## config.mk

```make
export PLATFORM = sky130hd
export DESIGN_NAME = jt03
export DESIGN_NICKNAME = d
export VERILOG_FILES = /design/src/rtl/jt03_pkg.sv /design/src/rtl/jt03_psg_tone.sv /design/src/rtl/jt03.sv
export SDC_FILE = /design/constraint.sdc
export NUM_CORES = 1
export LEC_CHECK = 0
export CORE_AREA = 3 3 152 154
export CTS_CLUSTER_DIAMETER = 200
export DETAILED_ROUTE_END_ITERATION = 8
export DIE_AREA = 0 0 155 157
export DONT_BUFFER_PORTS = 1
export PLACE_DENSITY = 0.91
export SLEW_MARGIN = 30
export SYNTH_ARGS = -nofsm -noshare
export SYNTH_HDL_FRONTEND = slang
export SYNTH_SLANG_ARGS = --single-unit
```

## constraint.sdc

```tcl
create_clock -name clk -period 16.65 [get_ports clk]
set_clock_uncertainty 0.2 [all_clocks]
set_input_delay 3.33 -clock clk [delete_from_list [all_inputs] [get_ports clk]]
set_output_delay 3.33 -clock clk [all_outputs]
set_load 0.1 [all_outputs]
```

## src/rtl/jt03_pkg.sv

```systemverilog
// Shared constants for jt03: register indices, write masks, the SSG volume table and the tick divider.
// Pure definitions; no logic, no latency, no flow control.
package jt03_pkg;

  localparam int TICK_DIV = 8;
  localparam int TICK_W   = $clog2(TICK_DIV);

  localparam logic [3:0] R_TONE_A_FINE   = 4'h0;
  localparam logic [3:0] R_TONE_A_COARSE = 4'h1;
  localparam logic [3:0] R_TONE_B_FINE   = 4'h2;
  localparam logic [3:0] R_TONE_B_COARSE = 4'h3;
  localparam logic [3:0] R_TONE_C_FINE   = 4'h4;
  localparam logic [3:0] R_TONE_C_COARSE = 4'h5;
  localparam logic [3:0] R_NOISE_PER     = 4'h6;
  localparam logic [3:0] R_MIXER         = 4'h7;
  localparam logic [3:0] R_AMP_A         = 4'h8;
  localparam logic [3:0] R_AMP_B         = 4'h9;
  localparam logic [3:0] R_AMP_C         = 4'hA;
  localparam logic [3:0] R_ENV_FINE      = 4'hB;
  localparam logic [3:0] R_ENV_COARSE    = 4'hC;
  localparam logic [3:0] R_ENV_SHAPE     = 4'hD;

  // Registers are stored already masked so readback returns unused bits as 0.
  function automatic logic [7:0] reg_mask(input logic [3:0] idx);
    case (idx)
      R_TONE_A_COARSE, R_TONE_B_COARSE, R_TONE_C_COARSE, R_ENV_SHAPE: reg_mask = 8'h0F;
      R_NOISE_PER, R_AMP_A, R_AMP_B, R_AMP_C:                         reg_mask = 8'h1F;
      default:                                                        reg_mask = 8'hFF;
    endcase
  endfunction

  function automatic logic [7:0] vol_lut(input logic [3:0] lvl);
    case (lvl)
      4'd0:  vol_lut = 8'd0;
      4'd1:  vol_lut = 8'd2;
      4'd2:  vol_lut = 8'd3;
      4'd3:  vol_lut = 8'd4;
      4'd4:  vol_lut = 8'd6;
      4'd5:  vol_lut = 8'd8;
      4'd6:  vol_lut = 8'd11;
      4'd7:  vol_lut = 8'd16;
      4'd8:  vol_lut = 8'd23;
      4'd9:  vol_lut = 8'd32;
      4'd10: vol_lut = 8'd45;
      4'd11: vol_lut = 8'd64;
      4'd12: vol_lut = 8'd90;
      4'd13: vol_lut = 8'd128;
      4'd14: vol_lut = 8'd181;
      default: vol_lut = 8'd255;
    endcase
  endfunction

endpackage

```

## src/rtl/jt03_psg_tone.sv

```systemverilog
// One SSG tone channel: 12-bit up-counter against the period, toggling a square flip-flop on match.
// Advances only on tick; flip-flop changes on the matching tick edge; no flow control.
module jt03_psg_tone (
  input  logic        clk,
  input  logic        rst,
  input  logic        tick,
  input  logic [11:0] period,
  output logic        tone
);

  logic [11:0] cnt;
  logic [11:0] per_eff;
  logic [11:0] cnt_nx;

  assign per_eff = (period == 12'd0) ? 12'd1 : period;
  assign cnt_nx  = cnt + 12'd1;

  // Equality compare: a period lowered below the count lets the counter wrap through 0xFFF.
  always_ff @(posedge clk or posedge rst) begin
    if (rst) begin
      cnt  <= '0;
      tone <= 1'b0;
    end else if (tick) begin
      if (cnt_nx == per_eff) begin
        cnt  <= '0;
        tone <= ~tone;
      end else begin
        cnt <= cnt_nx;
      end
    end
  end

endmodule

```

## src/rtl/jt03.sv

```systemverilog
// jt03: YM2203-compatible SSG block (bus regfile, 3 tones, noise, envelope, log DAC); FM stays silent.
// Channel levels registered one clk after gate/level change; bus writes never stall. JT03_PWM_EN adds snd_pwm.
module jt03
  import jt03_pkg::*;
(
  input  logic        clk,
  input  logic        rst,
  input  logic        cen,
  input  logic [7:0]  din,
  input  logic        addr,
  input  logic        cs_n,
  input  logic        wr_n,
  output logic [7:0]  dout,
  output logic        irq_n,
  output logic        IOA_oe,
  output logic        IOB_oe,
  output logic [7:0]  psg_A,
  output logic [7:0]  psg_B,
  output logic [7:0]  psg_C,
  output logic [15:0] fm_snd,
  output logic [9:0]  psg_snd,
  output logic [15:0] snd,
  output logic [7:0]  debug_view,
  output logic        snd_pwm
);

  logic [7:0] regs [16];
  logic [7:0] reg_sel;
  logic       wr_q;
  logic       wr_pulse, data_wr, env_restart;

  assign wr_pulse    = ~cs_n & ~wr_n & ~wr_q;
  assign data_wr     = wr_pulse & addr & (reg_sel[7:4] == 4'h0);
  assign env_restart = data_wr & (reg_sel[3:0] == R_ENV_SHAPE);

  always_ff @(posedge clk or posedge rst) begin
    if (rst) begin
      wr_q    <= 1'b0;
      reg_sel <= '0;
      for (int i = 0; i < 16; i++) regs[i] <= '0;
    end else begin
      wr_q <= ~cs_n & ~wr_n;
      if (wr_pulse && !addr) reg_sel <= din;
      if (data_wr) regs[reg_sel[3:0]] <= din & reg_mask(reg_sel[3:0]);
    end
  end

  always_comb begin
    dout = 8'h00;
    if (!cs_n && addr && reg_sel[7:4] == 4'h0) dout = regs[reg_sel[3:0]];
  end

  // Tick every TICK_DIV cen cycles; noise and envelope use every other tick.
  logic [TICK_W-1:0] tick_cnt;
  logic              tick_half;
  logic              tick, slow_tick;

  assign tick      = cen && (tick_cnt == TICK_W'(TICK_DIV - 1));
  assign slow_tick = tick & tick_half;

  always_ff @(posedge clk or posedge rst) begin
    if (rst) begin
      tick_cnt  <= '0;
      tick_half <= 1'b0;
    end else begin
      if (cen) tick_cnt <= tick_cnt + 1'b1;
      if (tick) tick_half <= ~tick_half;
    end
  end

  logic [2:0] tone;
  jt03_psg_tone u_tone_a (.clk(clk), .rst(rst), .tick(tick),
    .period({regs[R_TONE_A_COARSE][3:0], regs[R_TONE_A_FINE]}), .tone(tone[0]));
  jt03_psg_tone u_tone_b (.clk(clk), .rst(rst), .tick(tick),
    .period({regs[R_TONE_B_COARSE][3:0], regs[R_TONE_B_FINE]}), .tone(tone[1]));
  jt03_psg_tone u_tone_c (.clk(clk), .rst(rst), .tick(tick),
    .period({regs[R_TONE_C_COARSE][3:0], regs[R_TONE_C_FINE]}), .tone(tone[2]));

  logic [4:0]  noise_cnt, noise_per, noise_cnt_nx;
  logic [16:0] lfsr;

  assign noise_per    = (regs[R_NOISE_PER][4:0] == 5'd0) ? 5'd1 : regs[R_NOISE_PER][4:0];
  assign noise_cnt_nx = noise_cnt + 5'd1;

  always_ff @(posedge clk or posedge rst) begin
    if (rst) begin
      noise_cnt <= '0;
      lfsr      <= 17'd1;
    end else if (slow_tick) begin
      if (noise_cnt_nx == noise_per) begin
        noise_cnt <= '0;
        lfsr      <= {lfsr[0] ^ lfsr[3], lfsr[16:1]};
      end else begin
        noise_cnt <= noise_cnt_nx;
      end
    end
  end

  logic [15:0] env_cnt, env_per, env_cnt_nx;
  logic [4:0]  env_step;
  logic        env_held;
  logic        env_cont, env_att, env_alt, env_hold, env_up;
  logic [3:0]  env_lvl;

  assign {env_cont, env_att, env_alt, env_hold} = regs[R_ENV_SHAPE][3:0];
  assign env_per    = ({regs[R_ENV_COARSE], regs[R_ENV_FINE]} == 16'd0) ? 16'd1
                    : {regs[R_ENV_COARSE], regs[R_ENV_FINE]};
  assign env_cnt_nx = env_cnt + 16'd1;
  // step[4] marks odd cycles, which reverse direction when ALT is set.
  assign env_up     = env_att ^ (env_alt & env_step[4]);
  assign env_lvl    = env_held ? ((env_cont & (env_att ^ env_alt)) ? 4'hF : 4'h0)
                    : (env_up ? env_step[3:0] : ~env_step[3:0]);

  always_ff @(posedge clk or posedge rst) begin
    if (rst) begin
      env_cnt  <= '0;
      env_step <= '0;
      env_held <= 1'b0;
    end else if (env_restart) begin
      env_cnt  <= '0;
      env_step <= '0;
      env_held <= 1'b0;
    end else if (slow_tick) begin
      if (env_cnt_nx == env_per) begin
        env_cnt <= '0;
        if (!env_held) begin
          if (env_step[3:0] == 4'hF && (!env_cont || env_hold)) env_held <= 1'b1;
          else env_step <= env_step + 5'd1;
        end
      end else begin
        env_cnt <= env_cnt_nx;
      end
    end
  end

  logic [4:0] amp [3];
  logic [7:0] chan_nx [3];
  assign amp[0] = regs[R_AMP_A][4:0];
  assign amp[1] = regs[R_AMP_B][4:0];
  assign amp[2] = regs[R_AMP_C][4:0];

  for (genvar g = 0; g < 3; g++) begin : g_ch
    logic       gate;
    logic [3:0] lvl;
    assign gate       = (tone[g] | regs[R_MIXER][g]) & (lfsr[0] | regs[R_MIXER][3+g]);
    assign lvl        = amp[g][4] ? env_lvl : amp[g][3:0];
    assign chan_nx[g] = gate ? vol_lut(lvl) : 8'd0;
  end

  always_ff @(posedge clk or posedge rst) begin
    if (rst) begin
      psg_A <= '0;
      psg_B <= '0;
      psg_C <= '0;
    end else begin
      psg_A <= chan_nx[0];
      psg_B <= chan_nx[1];
      psg_C <= chan_nx[2];
    end
  end

  assign psg_snd    = {2'b00, psg_A} + {2'b00, psg_B} + {2'b00, psg_C};
  assign fm_snd     = 16'd0;
  assign snd        = fm_snd + {1'b0, psg_snd, 5'b0};
  assign irq_n      = 1'b1;
  assign IOA_oe     = regs[R_MIXER][6];
  assign IOB_oe     = regs[R_MIXER][7];
  assign debug_view = reg_sel;

`ifdef JT03_PWM_EN
  logic [16:0] pwm_acc;
  always_ff @(posedge clk or posedge rst) begin
    if (rst) pwm_acc <= '0;
    else     pwm_acc <= {1'b0, pwm_acc[15:0]} + {1'b0, snd ^ 16'h8000};
  end
  assign snd_pwm = pwm_acc[16];
`else
  assign snd_pwm = 1'b0;
`endif

endmodule

```

# [Word level (Yosys, flattened, before mapping)]
# Memories as Yosys holds them, arrays and structs flattened.
# Index checks and enable logic that the tools add are counted.
[totals] word_cells=152 mem_count=4 reg_bits=248 rom_bits=448 input_bits=14
[memory_table] memory="(name not given)" depth=16 word_bits=8 rd=1 rd_ports_with_merged_regs=0 wr=0 line_no="jt03_pkg.sv:33" rtl="case (lvl)"
[memory_table] memory="(name not given)" depth=16 word_bits=8 rd=1 rd_ports_with_merged_regs=0 wr=0 line_no="jt03_pkg.sv:33"
[memory_table] memory="(name not given)" depth=16 word_bits=8 rd=1 rd_ports_with_merged_regs=0 wr=0 line_no="jt03_pkg.sv:33"
[memory_table] memory="(name not given)" depth=16 word_bits=4 rd=1 rd_ports_with_merged_regs=0 wr=0 line_no="jt03_pkg.sv:25" rtl="case (idx)"
[classes] n_mux=39 n_addsub=9 n_reduce_logical=24 bitwise_logic=30 n_eq_ne=10 order_cmp=2
[ops] cell="$bwmux W128" count=1
[ops] cell="$mux W12" count=6
[ops] cell="$mux W16" count=4
[ops] cell="$mux W8" count=8
[ops] cell="$add A12 B1 Y12 const B" count=3
[ops] cell="$eq A12 B12 Y1" count=3
[ops] cell="$logic_not A12 Y1" count=3
[ops] cell="$mux W5" count=7
[ops] cell="$bmux W8 S4" count=1
[ops] cell="$demux W8 S4" count=1
[ops] cell="$mux W4" count=6
[ops] cell="$add A16 B1 Y16 const B" count=1
[ops] cell="$eq A16 B16 Y1" count=1
[ops] cell="$logic_not A16 Y1" count=1
[ops] cell="$and A1 B1 Y1" count=11
[ops] cell="$add A5 B1 Y5 const B" count=2
[ops] cell="$add A9 B8 Y10" count=1
[ops] cell="$reduce_and A2 Y1" count=5
[ops] cell="$add A8 B8 Y9" count=1
[ops] cell="$and A8 B8 Y8" count=1
[ops] cell="$eq A4 B4 Y1 const B" count=2
[ops] cell="$not A1 Y1" count=7
[ops] cell="$logic_and A1 B1 Y1" count=6
[ops] cell="$or A1 B1 Y1" count=6
[ops] cell="other kinds (16)" count=26

# [Depth between registers and ports, before layout]
# Gate-level depths: netlist (run 1).
[depth] ltp_word=8 ltp_mapped=13 mapped_depth_nobuf=12

# [By module]
# Synthesis (run 1) repeated with hierarchy kept, for this count alone.
[hier_totals] cells_unflattened=1300 area_unflattened_um2=14403.8
[by_module_without_submodules] mod="jt03" instances=1 cells_per_inst=942 area_per_inst_um2=11359.6
[by_module_without_submodules] mod="jt03_psg_tone at u_tone_b ..." instances=2 cells_per_inst=117 area_per_inst_um2=987.2
[by_module_without_submodules] mod="jt03_psg_tone at u_tone_a" instances=1 cells_per_inst=124 area_per_inst_um2=1069.8

# [Worst setup path after synthesis (run 1)]
# No wires, ideal clock.
[synth_timing] path_kind="input to output" startpoint="in addr" endpoint="out dout[0]" path_slack_ns=7.534 cell_stages=5 arrival_time_ns=5.586 path_cell_list="nand2b_1 -> or4_1 -> or2_2 -> buf_1 -> nor2b_1"
[synth_between] elab_chain_len=3
[synth_rtl] item="from (decl)" line_no="jt03.sv:10" rtl="input logic addr,"
[synth_rtl] item="$logic_and A1 B1 Y1 (2 in a row)" line_no="jt03.sv:50" rtl="if (!cs_n && addr && reg_sel[7:4] == 4'h0) dout = regs[reg_sel[3:0]];"
[synth_rtl] item="$mux W8" line_no="jt03.sv:50"
[synth_rtl] item="to (decl)" line_no="jt03.sv:13" rtl="output logic [7:0] dout,"
# Every way passes these cells.

# [Final worst setup path (run 1)]
[layout_timing] startpoint="in addr" endpoint="out dout[3]"
# Same word-level chain as after synthesis.

==> summary.txt, run 1 <==
Clock network
  • H-tree levels: 1
  • Clock transition at path regs: 0.06 ns
  • TritonCTS Sinks: 248
  • Longest Clk Path Bufs: 3
  • Cts bufs inserted: 27
  • Root Driver: clkbuf_16
  • Cts hold-fix bufs: 0
  • Resized cells post-CTS: 0
  • Worst skew pair latency: 0.55 ns
  • Post-CTS setup buffers: 0
  • TritonCTS clock tree: done

STA
  • Final Critical Period: 8.56 ns
  • Max-slew violations: 0
  • Final Hold Slack: 0.280 ns
  • Final hold vios: 0
  • Fmax: 117 MHz
  • Tcrit/Tclk final: 51.4%
  • Fin Setup TNS: 0 ns
  • RSZ-0062 raised after global routing: no
  • Slew Limit Headroom: 31.9%
  • Worst slew pin tran: 1.03 ns
  • Final Setup Violations: 0

Critical path
  • Worst R2R Path Depth: 6
  • Critical Path AT: 5.03 ns
  • Setup crit start kind: input port
  • Worst-path maximum fanout: 8
  • Crit Reg-Reg Startpoint: debug_view[4]
  • Critical setup path kind: in2out
  • R2R setup slack: 12.70 ns
  • Worst Setup End Kind: output port
  • Worst reg2reg path endpoint: amp[0]
  • Critical Path RT: 13.12 ns

Logic synthesis
  • Synth async-reset ratio: 100%
  • Syn Area/Cell: 10.6 um^2
  • Yosys reg bits: 248
  • Yosys warnings: 0
  • Post-Synthesis Cells: 1339
  • Synthesized area: 14200 um^2
  • Number of synthesized flops with an enable pin: 0
  • Dominant synthesized flop cell: dfrtp_1
  • Distinct cell type count after synthesis: 70
  • Sequential share of the synthesized area: 43.6%

Pwr
  • Pwr dens: 111 nW/um^2
  • Peak VDD IR: 0.0000933 V
  • Lkg Pwr: 6.88 nW
  • Internal power: 1.16 mW
  • Seq pwr share: 43.4%
  • Combinational power share: 20.6%
  • Switching pwr: 0.558 mW
  • Clock share of power: 36.1%
  • Switching Share: 32.6%

GRT
  • Met2 usage: 48.4%
  • Total grt overflow: 0
  • Tot GR Track Use: 29.6%
  • Met3 global-route usage: 6.68%
  • First-pass GRT wire length: 57.7 mm
  • Met1 usage: 38.0%
  • Largest net degree at the start of global routing: 161
  • Busiest grt layer: met2
  • Initial antenna violation count: 0
  • Vias in the first global route: 10.8k

Final layout
  • Layout cell share with drive strength beyond 1: 20.9%
  • Syn-to-layout area delta: 8.61%
  • Most common cell after layout, fill and taps aside: dfrtp_1
  • Most frequent cells in the layout: dfrtp_1 (242), mux2_2 (137), nand2_1 (129), nor2_1 (90), o21ai_0 (65)
  • Ant diodes: 0
  • Nets@finish: 1353

Flow run
  • Max cap viols: 0

Die
  • CORE AREA: 21800 um^2
  • Die ar.: 24300 um^2
  • Row cnt: 54
  • IO Pins: 100
  • Starting Density: 65.2%
  • Die Wd: 155 um
  • Die Ht: 157 um

Min path
  • Hold Path Sink: regs[23]
  • Hold Crit Depth: 2
  • Min-Delay Startpoint: regs[23]
  • HP Class: reg2reg

Route
  • Drt drc: 0
  • Routed WL per cell: 22.5 um
  • Antenna-violating nets left: 0
  • Total via count in the routed design: 10.8k
  • Drt initial violations: 1285
  • Vias/cell: 6.79
  • Number of iterations in the first detailed-routing pass: 7
  • Routed WL: 35.9 mm

Placement
  • DPL Wire Length: 24.1 mm
  • Gpl congestion: 0.929
  • IO Port Bufs: 0

Status
  • Status: finished, final reports clean
[cell families (layout without fill, tap and decap cells)]
group / Yosys count / after routing / synth area share [%]
simple gates: 407 / 407 / 14.2
flops: 248 / 248 / 43.6
compound gates: 217 / 217 / 9.39
mux: 181 / 181 / 17.4
buf+inv: 135 / 92 / 4.59
xor+xnor: 108 / 108 / 6.64
fa+ha+maj: 41 / 41 / 4.08
other cells: 2 / 24 / 0.0527
[synthesized netlist by cell type, types with 7 or more instances]
cell type / n / share of area [%]
nor2_1: 91 / 2.4
nand2b_1: 13 / 0.57
nand3_1: 40 / 1.4
fa_1: 9 / 1.3
clkbuf_1: 56 / 1.5
xor2_1: 40 / 2.5
nor2b_1: 17 / 0.75
and2_1: 7 / 0.31
a21o_1: 15 / 0.79
nor3_1: 28 / 0.98
nand2_1: 129 / 3.4
a211oi_1: 8 / 0.42
nor4_1: 18 / 0.79
and3_1: 8 / 0.35
ha_1: 32 / 2.8
mux2_2: 137 / 11
o31ai_1: 7 / 0.37
o22ai_1: 9 / 0.40
o21ai_0: 65 / 2.3
mux4_2: 40 / 6.3
a21oi_1: 64 / 2.2
xnor2_1: 68 / 4.2
inv_1: 31 / 0.82
or3_1: 11 / 0.48
dfrtp_1: 247 / 43
nand4_1: 17 / 0.75
buf_4: 35 / 1.8
[routing by layer]
| layer | vias up | share of wire (%) |
|---|---|---|
| met5 | - | 0 |
| met2 | 721 | 48 |
| li1 | 4654 | - |
| met4 | 0 | 5.4 |
| met3 | 189 | 10 |
| met1 | 5280 | 37 |
[flip-flops by register name, indices dropped and copies added, names as in the netlist, 3 cells and up]
name          count
amp              15
debug_view        8
env_cnt          16
env_step          5
lfsr             17
noise_cnt         5
psg_A             8
psg_B             8
psg_C             8
regs            107
tick_cnt          3
u_tone_a.cnt     12
u_tone_b.cnt     12
u_tone_c.cnt     12
[power groups by stage]
stage          clock (mW)  sequential [mW]  combinational [mW]
3_3_place_gp            0            0.745               0.319
4_1_cts             0.626            0.740               0.345
5_1_grt             0.652            0.750               0.382
6_report            0.618            0.744               0.352
3_5_place_dp            0            0.748               0.337
2_1_floorplan           0            0.719               0.295
[stage by stage]
step           area [um^2]  setup slack [ns]  cells  power (mW)  util [%]
2_1_floorplan        14300              6.31   1361        1.01         -
3_3_place_gp         14400              7.98   1549        1.06      66.1
3_5_place_dp         14500              8.15   1549        1.09      66.5
4_1_cts              15400              8.11   1598        1.71      70.8
5_1_grt              15500              8.07   1598        1.78      70.9
6_report             15500              8.09   1598        1.71      70.9
[worst max-delay path, stage by stage]
cell      delay, ns
nand2b_1       0.05
or4_1          0.49
or2_2          0.55
nor2b_4        0.59
[worst max-delay path by stage]
stage | from | end | slack (ns) | cells past startpoint
3_5_place_dp | addr | dout[1] | 8.15 | 4
4_1_cts | addr | dout[1] | 8.11 | 4
6_report | addr | dout[3] | 8.09 | 4
2_1_floorplan | rst | IOA_oe | 6.31 | 1
3_3_place_gp | addr | dout[1] | 7.98 | 4
5_1_grt | addr | dout[1] | 8.07 | 4
[final cells by class]
type,count,area (um^2)
multi-input combinational,978,7670
fill,1382,6360
sequential,248,6210
clock buffer,37,773
tap,280,350
timing repair buffer,12,178
clock inverter,12,153
inverter,31,129
Note: power is estimated with default switching activity, not from simulation.
==> run 2: changes to the inputs <==
CORE_AREA = 3 3 161 163   (was 3 3 152 154)
DIE_AREA = 0 0 164 166   (was 0 0 155 157)
PLACE_DENSITY = 0.86   (was 0.91)
clock period = 7.7 ns   (was 16.65 ns; I/O delays follow)
==> summary.txt, run 2 (synthesis results as in run 1) <==
Status
  • Status: finished, final reports clean

Critical path
  • Worst Setup End Kind: output port
  • Critical Path RT: 5.96 ns
  • Crit path cell chain: fa_1, ha_1, a21o_1, a21oi_1, o21bai_1, a21oi_1, o21ai_0, xor2_4, buf_4
  • Crit path buf inv count: 1
  • Top cell by count, worst path: a21oi_1
  • Critical Path AT: 4.54 ns
  • Worst path slowest cell: dfrtp_1
  • Critical setup path kind: reg2out
  • Crit path max-delay family: compound AO/OA/AOI/OAI gates
  • Worst-path maximum fanout: 2
  • Setup crit start kind: register
  • Worst path max stage delay: 0.96 ns

Placement
  • DPL Wire Length: 24.2 mm
  • Area post-placement: 14600 um^2
  • Number of instances in the placed design: 1594
  • Dpl ws: 1.94 ns
  • IO Port Bufs: 0
  • Gpl congestion: 0.917

Clock network
  • TritonCTS clock tree: done
  • Cts bufs inserted: 27
  • Worst skew pair latency: 0.53 ns
  • TritonCTS Sinks: 248
  • Cts hold-fix bufs: 0
  • H-tree levels: 1
  • Clock transition at path regs: 0.07 ns
  • Resized cells post-CTS: 0
  • Post-CTS setup buffers: 0
  • Longest Clk Path Bufs: 3
  • Root Driver: clkbuf_16

Pwr
  • Lkg Pwr: 6.89 nW
  • Peak VDD IR: 0.000232 V
  • Pwr dens: 237 nW/um^2

Route
  • Routed WL per cell: 22.4 um
  • Number of iterations in the first detailed-routing pass: 6
  • Routed WL: 36.8 mm
  • Vias/cell: 6.54
  • Drt drc: 0
  • Total via count in the routed design: 10.8k
  • Antenna-violating nets left: 0
  • Drt initial violations: 1162

STA
  • Worst slew pin tran: 1.04 ns
  • Fin Setup TNS: 0 ns
  • Final Setup Violations: 0
  • Final Hold Slack: 0.281 ns
  • Final Critical Period: 6.28 ns
  • RSZ-0062 raised after global routing: no
  • Max-slew violations: 0
  • Final hold vios: 0
  • PnR worst setup slack: 1.42 ns
  • Slew Limit Headroom: 31.2%
  • Tcrit/Tclk final: 81.5%
  • Fmax: 159 MHz

GRT
  • Largest net degree at the start of global routing: 178
  • Initial antenna violation count: 1
  • Total grt overflow: 0
  • Vias in the first global route: 10.9k
  • Tot GR Track Use: 26.8%
  • First-pass GRT wire length: 59.0 mm

Final layout
  • Final Non-Filler Cells: 1645
  • Footprint of the multi-input gates: 7680 um^2
  • Syn-to-layout area delta: 9.34%
  • Largest register by flop count: regs
  • Layout fillers: 1713
  • Ant diodes: 0
  • Register area: 6220 um^2
  • Largest regs: regs (107), lfsr (17), env_cnt (16)
  • Nets@finish: 1356
  • Most frequent cells in the layout: dfrtp_1 (241), mux2_2 (137), nand2_1 (129), nor2_1 (90), o21ai_0 (65)
  • Post-route cell area: 15600 um^2
  • Layout cell share with drive strength beyond 1: 21.0%
  • Most common cell after layout, fill and taps aside: dfrtp_1
  • Max reg flops: 107

Die
  • IO Pins: 100
  • Die ar.: 27200 um^2
  • Starting Density: 58.2%
  • Die Wd: 164 um
  • Row cnt: 57
  • CORE AREA: 24500 um^2
  • Die Ht: 166 um

Flow run
  • Max cap viols: 0

Min path
  • HP Class: reg2reg
## run 2: changes by cell type in the layout (fill, tap and decap cells not counted), moves of 2 or more
cell	delta
buf_16	+2
clkinv_2	+2
nor4_2	-2
dfrtp_4	+2
clkinvlp_4	+2
clkbuf_8	-3
## run 2: worst paths after layout
path | cells after the start | start | slack [ns] | endpoint
hold / removal | 1 | tick_cnt[0] | 0.28 | tick_cnt[0]
min in group asynchronous | 2 | rst | 0.75 | regs[81]
setup / recovery | 9 | psg_B[2] | 1.42 | psg_snd[8]
hold reg to reg | 1 | tick_cnt[0] | 0.28 | tick_cnt[0]
max in group asynchronous | 3 | rst | 5.62 | regs[122]
setup reg to reg | 6 | debug_view[4] | 3.92 | regs[81]
## run 2: stage by stage
stage,total power [mW],util (%)
2_1_floorplan,2.19,-
3_3_place_gp,2.32,59.3
3_5_place_dp,2.35,59.6
4_1_cts,3.67,63.3
5_1_grt,3.84,63.6
6_report,3.69,63.6
## run 2: final cells by class
class	instances	share of cell area, %
Clock buffer	35	4.73
Clock inverter	14	1.04
Inverter	31	0.772
Multi-Input combinational cell	978	49.3
Sequential cell	248	40.0
Tap cell	324	2.60
Timing Repair Buffer	15	1.60
## run 2: per-layer routing
layer	track usage [%]	routed length [um]	vias up
li1	-	-	4677
met1	35.4	14200	5423
met2	43.3	18000	553
met3	5.54	2990	109
met4	11.2	1530	2
met5	0	14	-
## run 2: power by group
part | switching, mW | internal, mW | total (mW)
sequential | 0.217 | 1.40 | 1.61
combinational | 0.445 | 0.312 | 0.757
clock | 0.541 | 0.777 | 1.32
